--- config.mk ---
export PLATFORM = sky130hd
export DESIGN_NAME = uart_apb_bridge
export DESIGN_NICKNAME = d
export VERILOG_FILES = /design/src/rtl/uart_apb_bridge.sv
export SDC_FILE = /design/constraint.sdc
export NUM_CORES = 1
export LEC_CHECK = 0
export ABC_AREA = 1
export CAP_MARGIN = 10
export CORE_ASPECT_RATIO = 1.5
export CORE_UTILIZATION = 49
export DETAILED_ROUTE_END_ITERATION = 12
export PLACE_DENSITY = 0.93
export REMOVE_ABC_BUFFERS = 1
export SYNTH_ARGS = -nofsm -noshare
export SYNTH_HDL_FRONTEND = slang
export SYNTH_SLANG_ARGS = --single-unit
--- constraint.sdc ---
create_clock -name clk_i -period 3.5 [get_ports clk_i]
set_input_delay 1.05 -clock clk_i [delete_from_list [all_inputs] [get_ports clk_i]]
set_output_delay 1.05 -clock clk_i [all_outputs]
set_load 0.02 [all_outputs]
--- src/rtl/uart_apb_bridge.sv ---
// APB slave to word-register-file bridge.
// Decodes one APB transfer per setup phase, issues a single write strobe or a
// single read pop towards the register file, and answers with one pready pulse.
// Every state action shows up on the ports one cycle after the FSM occupies the
// matching state, because all port-facing signals are registered.
//
// APB handshake: a transfer starts on a setup cycle (psel_i=1, penable_i=0)
// seen in IDLE. pready_o is high for exactly one cycle, and pslverr_o and
// prdata_o are only non-zero in that cycle. Once started, a transfer always
// runs to completion, even if psel_i drops, because a register write or a
// read pop cannot be undone.
module uart_apb_bridge #(
    parameter int          NUM_REGS  = 8,
    parameter logic [4:0]  PARK_ADDR = 5'h1F,
    parameter int          RD_LAT    = 1
) (
    input  logic        clk_i,
    input  logic        reset_i,
    input  logic        psel_i,
    input  logic        penable_i,
    input  logic        pwrite_i,
    input  logic [7:0]  paddr_i,
    input  logic [31:0] pwdata_i,
    input  logic [3:0]  pstrb_i,
    output logic [31:0] prdata_o,
    output logic        pready_o,
    output logic        pslverr_o,
    output logic        reg_we_o,
    output logic [4:0]  reg_waddr_o,
    output logic [31:0] reg_wdata_o,
    output logic [4:0]  reg_raddr_o,
    input  logic [31:0] reg_rdata_i
);

    typedef enum logic [2:0] {
        IDLE    = 3'd0,
        WR      = 3'd1,
        RD_WAIT = 3'd2,
        RD_CAP  = 3'd3,
        RESP    = 3'd4
    } state_t;

    // Last wait count before the capture state; unused when RD_LAT is 0.
    localparam logic [1:0] LAST_WAIT = (RD_LAT > 0) ? 2'(RD_LAT - 1) : 2'd0;

    state_t      state;
    state_t      state_nx;
    logic        setup;
    logic        dec_err;
    logic [4:0]  idx_q;
    logic [31:0] wdata_q;
    logic        write_q;
    logic        err_q;
    logic [1:0]  wait_cnt;
    logic        cap_en_q;
    logic [31:0] cap_q;
    logic        resp_q;
    logic        resp_err_q;
    logic        resp_rd_q;
    logic [15:0] good_cnt;
    logic [15:0] err_cnt;

    assign setup = psel_i && !penable_i;

    // Address/strobe decode of the transfer presented in the setup cycle.
    always_comb begin
        dec_err = 1'b0;
        if (paddr_i[1:0] != 2'b00)                       dec_err = 1'b1;
        if (paddr_i[7])                                  dec_err = 1'b1;
        if ({1'b0, paddr_i[6:2]} >= 6'(NUM_REGS))        dec_err = 1'b1;
        if (pwrite_i && (pstrb_i != 4'hF))               dec_err = 1'b1;
    end

    // State register.
    always_ff @(posedge clk_i) begin
        if (reset_i) state <= IDLE;
        else         state <= state_nx;
    end

    // Next-state logic.
    always_comb begin
        state_nx = state;
        case (state)
            IDLE: begin
                if (setup) begin
                    if (dec_err)       state_nx = RESP;
                    else if (pwrite_i) state_nx = WR;
                    else               state_nx = RD_WAIT;
                end
            end
            WR:      state_nx = RESP;
            RD_WAIT: begin
                if (RD_LAT == 0)                 state_nx = RESP;
                else if (wait_cnt == LAST_WAIT)  state_nx = RD_CAP;
            end
            RD_CAP:  state_nx = RESP;
            RESP:    state_nx = IDLE;
            default: state_nx = IDLE;
        endcase
    end

    // Latch the transfer and its decode result on the accepted setup cycle.
    always_ff @(posedge clk_i) begin
        if (reset_i) begin
            idx_q   <= 5'd0;
            wdata_q <= 32'd0;
            write_q <= 1'b0;
            err_q   <= 1'b0;
        end else if ((state == IDLE) && setup) begin
            idx_q   <= paddr_i[6:2];
            wdata_q <= pwdata_i;
            write_q <= pwrite_i;
            err_q   <= dec_err;
        end
    end

    // Count cycles spent in RD_WAIT to line the capture up with RD_LAT.
    always_ff @(posedge clk_i) begin
        if (reset_i || (state != RD_WAIT)) wait_cnt <= 2'd0;
        else                               wait_cnt <= wait_cnt + 2'd1;
    end

    // Registered regfile strobes, read capture and response flags.
    always_ff @(posedge clk_i) begin
        if (reset_i) begin
            reg_we_o    <= 1'b0;
            reg_waddr_o <= 5'd0;
            reg_wdata_o <= 32'd0;
            reg_raddr_o <= PARK_ADDR;
            cap_en_q    <= 1'b0;
            cap_q       <= 32'd0;
            resp_q      <= 1'b0;
            resp_err_q  <= 1'b0;
            resp_rd_q   <= 1'b0;
        end else begin
            reg_we_o <= (state == WR);
            if (state == WR) begin
                reg_waddr_o <= idx_q;
                reg_wdata_o <= wdata_q;
            end
            // Only the first RD_WAIT cycle leaves the park address, so a
            // read-popped entry advances once per APB read.
            reg_raddr_o <= ((state == RD_WAIT) && (wait_cnt == 2'd0)) ? idx_q : PARK_ADDR;
            // Capture lands RD_LAT cycles after the read address appears.
            cap_en_q    <= (state == RD_CAP) || ((RD_LAT == 0) && (state == RD_WAIT));
            if (cap_en_q) cap_q <= reg_rdata_i;
            resp_q      <= (state == RESP);
            resp_err_q  <= (state == RESP) && err_q;
            resp_rd_q   <= (state == RESP) && !err_q && !write_q;
        end
    end

    assign pready_o  = resp_q;
    assign pslverr_o = resp_err_q;
    assign prdata_o  = resp_rd_q ? cap_q : 32'd0;

    // Saturating good-transfer and error-response counters for debug.
    always_ff @(posedge clk_i) begin
        if (reset_i) begin
            good_cnt <= 16'd0;
            err_cnt  <= 16'd0;
        end else if (state == RESP) begin
            if (err_q) begin
                if (err_cnt != 16'hFFFF) err_cnt <= err_cnt + 16'd1;
            end else begin
                if (good_cnt != 16'hFFFF) good_cnt <= good_cnt + 16'd1;
            end
        end
    end

endmodule

==> results of run 1 <==
[critical path, cell delays in order, from the launching register on]
cell and delay (ps):
dfxtp_1 310, buf_4 300, nand2_1 120, inv_1 100, clkdlybuf4s50_1 600
[sequential cells by signal, summed over array words and instances (netlist names), 2 cells and up]
register     cells
cap_q           32
reg_wdata_o     32
wdata_q         32
idx_q            5
reg_raddr_o      5
reg_waddr_o      5
state            3
wait_cnt         2
[metal layers]
layer | global-route usage, % | vias to the layer above
met4 | 13.2 | 0
met2 | 46.9 | 248
met1 | 27.4 | 2167
met3 | 7.22 | 38
li1 | - | 2231
met5 | 0 | -
[per-stage QoR]
stage	setup slack, ps	utilization (%)
floorplan	1030	-
global placement	1020	67.2
detailed placement	923	67.2
CTS	630	74.1
global route	557	74.1
finish	611	74.1
[cells by family (layout without fill, tap and decap cells)]
kind of cell             count (synthesis)  after routing  share of synthesized area [%]
adder cells (fa/ha/maj)                  1              1                          0.270
AO/OA/AOI/OAI                          112            112                           12.1
AND/OR/NAND/NOR                        288            288                           25.1
flip-flops                             123            123                           53.1
buffers and inverters                   96            252                           9.50
[area by class of cell]
type                       instances  share of cell area [%]
timing repair buffer             166                    24.0
inverter                          54                    2.98
clock buffer                      18                    6.45
sequential                       123                    36.1
clock inverter                    14                    2.85
multi-input combinational        401                    25.5
tap                              112                    2.06
[power groups by stage]
stage / registers, mW / clock network (mW) / logic, mW
3_3_place_gp: 1.71 / 0 / 0.841
5_1_grt: 1.72 / 1.93 / 0.990
4_1_cts: 1.70 / 1.86 / 0.898
2_1_floorplan: 1.77 / 0 / 0.435
3_5_place_dp: 1.72 / 0 / 0.885
6_report: 1.70 / 1.84 / 0.902
[Yosys cell counts, drive strengths merged]
master,count
nor2,153
dfxtp,123
nand2,88
o21ai,71
inv,54
nand3,44
a21oi,41
buf,23
clkbuf,19
ha,1
nor3,1
nor4,1
or2,1
[how the worst max path moves through the flow]
stage,startpoint,to,slack (ps),cells after the start
after global placement,penable_i,write_q,1020,7
after CTS,resp_rd_q,prdata_o[23],630,4
final,resp_rd_q,prdata_o[23],610,4
after floorplan,reset_i,reg_raddr_o[0],1030,4
after global routing,resp_rd_q,prdata_o[16],560,4
after detailed placement,penable_i,write_q,920,7
==> flow_summary_export.csv, run 1 <==
group,metric,value,unit
sta,min_period_over_period,82.5,%
route,wl_met2,6.45,mm
synthesis,synth_area_leaders,"dfxtp_1 (53%), nor2_1 (12%), nand2_1 (7.0%), o21ai_0 (6.6%), nand3_1 (4.7%)",
sta,finalHoldViolations,0,
min_path,hold_path_depth,1,
layout,layout.nets,845,
critical_path,r2r-start,"state[2]",
layout,drive_gt1_share,6.44,%
route,drt_iter0_drc,310,
min_path,hold_path.startpoint,"wait_cnt[0]",
placement,placed_area,6180,um^2
route,drtAntennaViolNets,0,
synthesis,ys.warnings.count,0,
clock_tree,cts_buffers,17,
run,maxCapViolations,0,
layout,register_area,2460,um^2
synthesis,syn-instance-count,620,
layout,layout_commonest_cell,"clkdlybuf4s50_1",
synthesis,synth_largest_area_cell,"dfxtp_1",
layout,synthToLayoutAreaGrowth,46.9,%
clock_tree,tritoncts,"done",
clock_tree,hold_buffers,0,
clock_tree,clock_latency,400,ps
sta,holdWs,412,ps
die,start_util,50.4,%
critical_path,r2r_end,"reg_wdata_o[27]",
clock_tree,clock-sinks,123,
critical_path,critPathLaunchType,"flip-flop",
critical_path,critical_path_class,"flip-flop to output port",
sta,slew_violations,0,
sta,fin_skew,9.06,ps
route,maxUsedRoutingLayer,"met4",
die,fp.dieW,81.4,um
clock_tree,clkTransAtPathRegs,60,ps
placement,place_congestion,0.815,
power,p_total,4.45,mW
die,core_area,9200,um^2
placement,dp_cells,856,
layout,stdcell_area,6810,um^2
power,power.density,653,nW/um^2
power,peakVddDrop,411,uV
sta,worst_slew_pin_slew,916,ps
sta,setup_viol,0,
route,dr_total_vias,4684,
min_path,hold_path_end,"wait_cnt[0]",
critical_path,crit_required,2450,ps
layout,n_antenna_cell,0,
status,status,"completed",
sta,final.min_clock_period,2890,ps
grt,antenna_found_initial,0,
layout,multi_input_area,1740,um^2
die,row_count,43,
clock_tree,post-cts-setup-buffers,0,
route,wl,12.8,mm
route,m1WireLength,4.88,mm
synthesis,synth_seq_area_share,53.1,%
clock_tree,max-clock-path-buffers,2,
synthesis,synth_top_area_share,53.1,%
layout,final_cell_mix,"clkdlybuf4s50_1 (156), nor2_1 (150), dfxtp_1 (123)",
power,p_comb_share,20.3,%
power,intPower,3.12,mW
critical_path,rrSetupSlack,1740,ps
synthesis,synth.avg_cell_area,7.48,um^2
sta,clock.fmax,346,MHz
route,route.met3.wl,1.12,mm
grt,grt_pass1_vias,4468,
grt,track_usage,26.3,%
layout,fill_cells,599,
sta,tns,0,ps
placement,port-buffer-count,157,
critical_path,cp.arrival,1840,ps
die,die-area,9870,um^2
critical_path,endpoint_kind,"output port",
grt,grt_remaining_overflow,0,
die,io_pins,158,
die,die_h,121,um
power,seq_power_share,38.3,%
critical_path,r2r_cells,5,
clock_tree,cts-root-buf,"clkbuf_16",
sta,slew_headroom,38.9,%
sta,rsz0062_at_grt,"false",
placement,place_hpwl,8.21,mm
grt,grt_max_degree,46,
power,p_sw,1.33,mW
min_path,hp-class,"flip-flop to flip-flop",
route,wire_per_inst,14.4,um
clock_tree,h-tree-depth,4,
clock_tree,cts-resized-gates,0,
power,power.leakage,2.95,nW
layout,fin_cells,888,
power,p_sw_share,29.8,%
synthesis,syn-cell-area,4640,um^2
grt,grt_first_pass_wirelength,20.0,mm
route,vias_per_cell,5.27,
synthesis,ys_types,23,
route,drc_errors,0,
synthesis,ys_ff_latch,123,
power,clkPwrFrac,41.4,%
route,first_pass_iters,5,
critical_path,critPathMaxFanout,32,
No activity file was read; power rests on OpenSTA's default activity.
==> inputs of run 2 (changes only) <==
Settings changed: CORE_UTILIZATION 49 to 41, PLACE_DENSITY 0.93 to 0.84.
Clock period 3.5 ns to 2.5 ns, I/O delays scaled along.
==> run 2 against run 1 <==
Net effect:
- global-route usage is 5.5 points lower
- sequential power up 39%
- count of clock-buffer cells in the layout grew 5
- die area rose by 19%
- critical endpoint is now prdata_o[5]
==> flow_summary_export.csv, run 2 (synthesized netlist as in run 1, its figures left out) <==
group,metric,value,unit
layout,fill_cells,976,
sta,worst_slew_pin_slew,969,ps
grt,grt_remaining_overflow,0,
route,drtAntennaViolNets,0,
die,row_count,47,
clock_tree,cts_buffers,17,
sta,finalHoldViolations,0,
route,dr_total_vias,4323,
die,io_pins,158,
sta,fin_skew,9.59,ps
critical_path,crit_required,1750,ps
sta,setup_viol,0,
grt,antenna_found_initial,0,
critical_path,cp_slowest_cell,"clkdlybuf4s50_1",
grt,grt_max_degree,41,
die,fp.dieW,88.8,um
placement,place_congestion,0.737,
critical_path,critPathLaunchType,"flip-flop",
route,wl,12.0,mm
sta,clock.fmax,409,MHz
sta,min_period_over_period,97.9,%
placement,place_hpwl,7.77,mm
power,power.density,852,nW/um^2
layout,final_cell_mix,"nor2_1 (150), clkdlybuf4s50_1 (138), dfxtp_1 (123)",
power,p_total,5.83,mW
clock_tree,clkTransAtPathRegs,50,ps
critical_path,critPathMaxFanout,32,
layout,layout.nets,845,
die,die_h,132,um
route,vias_per_cell,4.68,
clock_tree,max-clock-path-buffers,2,
power,peakVddDrop,532,uV
status,status,"completed",
clock_tree,clock-sinks,123,
min_path,hp-class,"flip-flop to flip-flop",
sta,tns,0,ps
critical_path,cp.buffers_inverters,3,
layout,top_regs,"cap_q x32, reg_wdata_o x32, wdata_q x32",
clock_tree,cts-root-buf,"clkbuf_16",
layout,drive_gt1_share,5.80,%
power,power.leakage,3.26,nW
run,maxCapViolations,0,
route,wire_per_inst,13.0,um
die,die-area,11800,um^2
clock_tree,h-tree-depth,4,
critical_path,max_stage_delay,620,ps
critical_path,cp.arrival,1700,ps
layout,n_antenna_cell,0,
sta,slew_headroom,35.3,%
sta,final.min_clock_period,2450,ps
critical_path,crit_path_cell_trace,"buf_12, nand2_1, inv_1, clkdlybuf4s50_1",
critical_path,endpoint_kind,"output port",
clock_tree,clock_latency,400,ps
layout,fin_cells,923,
route,drt_iter0_drc,146,
layout,layout_commonest_cell,"nor2_1",
grt,track_usage,20.8,%
clock_tree,tritoncts,"done",
die,start_util,42.2,%
placement,dp_cells,891,
layout,synthToLayoutAreaGrowth,47.4,%
die,core_area,11000,um^2
critical_path,critPathTopFamily,"buffers and inverters",
grt,grt_pass1_vias,4122,
route,drc_errors,0,
placement,port-buffer-count,157,
grt,grt_first_pass_wirelength,18.8,mm
critical_path,critical_path_class,"flip-flop to output port",
sta,holdWs,414,ps
route,first_pass_iters,4,
sta,slew_violations,0,
==> run 2: cell count changes in the layout (fill, tap and decap cells not counted) <==
cell             previous run  this run
buf_12                      0         3
buf_4                       9         6
bufinv_16                   4         1
clkbuf_1                    0         5
clkdlybuf4s50_1           156       138
clkinv_2                    3         7
clkinv_4                    4         0
clkinvlp_4                  2         1
dlymetal6s2s_1              0        18
inv_6                       1         0
==> run 2: cell type report <==
| type | count | area (um^2) | share of cell area, % |
|---|---|---|---|
| well taps | 147 | 184 | 2.69 |
| repair buffers | 166 | 1720 | 25.1 |
| clock buffers | 23 | 458 | 6.70 |
| clock inverters | 9 | 72.6 | 1.06 |
| flip-flops and latches | 123 | 2460 | 36.0 |
| inverters | 54 | 203 | 2.96 |
| multi-input cells | 401 | 1740 | 25.5 |
==> run 2: through the flow <==
| step | cell area (um^2) | utilization [%] | worst slack, ps |
|---|---|---|---|
| 2_1_floorplan | 4400 | - | 169 |
| 3_3_place_gp | 6250 | 56.8 | 281 |
| 3_5_place_dp | 6250 | 56.8 | 234 |
| 4_1_cts | 6780 | 61.7 | 8.54 |
| 5_1_grt | 6840 | 62.2 | -10.4 |
| 6_report | 6840 | 62.2 | 52.6 |
==> run 2: path summary, 6_finish.rpt <==
check	from	to	slack, ps	cells after the start
max	resp_rd_q	prdata_o[5]	50	4
min	wait_cnt[0]	wait_cnt[0]	410	1
min reg2reg	wait_cnt[0]	wait_cnt[0]	410	1
max reg2reg	state[0]	reg_wdata_o[9]	810	6
==> run 2: worst register-to-register path: stages (launching register included) <==
cell	delay, ps
dfxtp_1	390
inv_1	110
nor2_4	100
nand2_1	450
buf_12	370
nand2_1	70
a21oi_1	70
==> run 2: metal layers <==
metal  share of wire (%)  routed length, um  GRT usage, %
met1                  39               4610          20.9
met2                  51               6080          37.5
met3                 8.7               1050          7.01
met4                 1.8                221          9.23
met5                   0                  0             0
==> run 2: what timing repair did <==
item                                    in CTS  in global routing
hold endpoints to repair                     0                  0
pin swaps                                    0                  0
hold buffers                                 0                  0
gates resized for setup                      1                 20
endpoints found under the setup margin      32                 32
buffers inserted                             0                  0
==> run 2: power by group <==
part | internal, mW | switching, mW
clock | 1.38 | 0.800
sequential | 2.22 | 0.148
combinational | 0.474 | 0.802
total | 4.07 | 1.75
==> inputs of run 3 (changes only) <==
Settings changed: CAP_MARGIN 10 to 15.
==> results of run 3 <==
Final layout, timing and power as in run 2 (identical DEF).
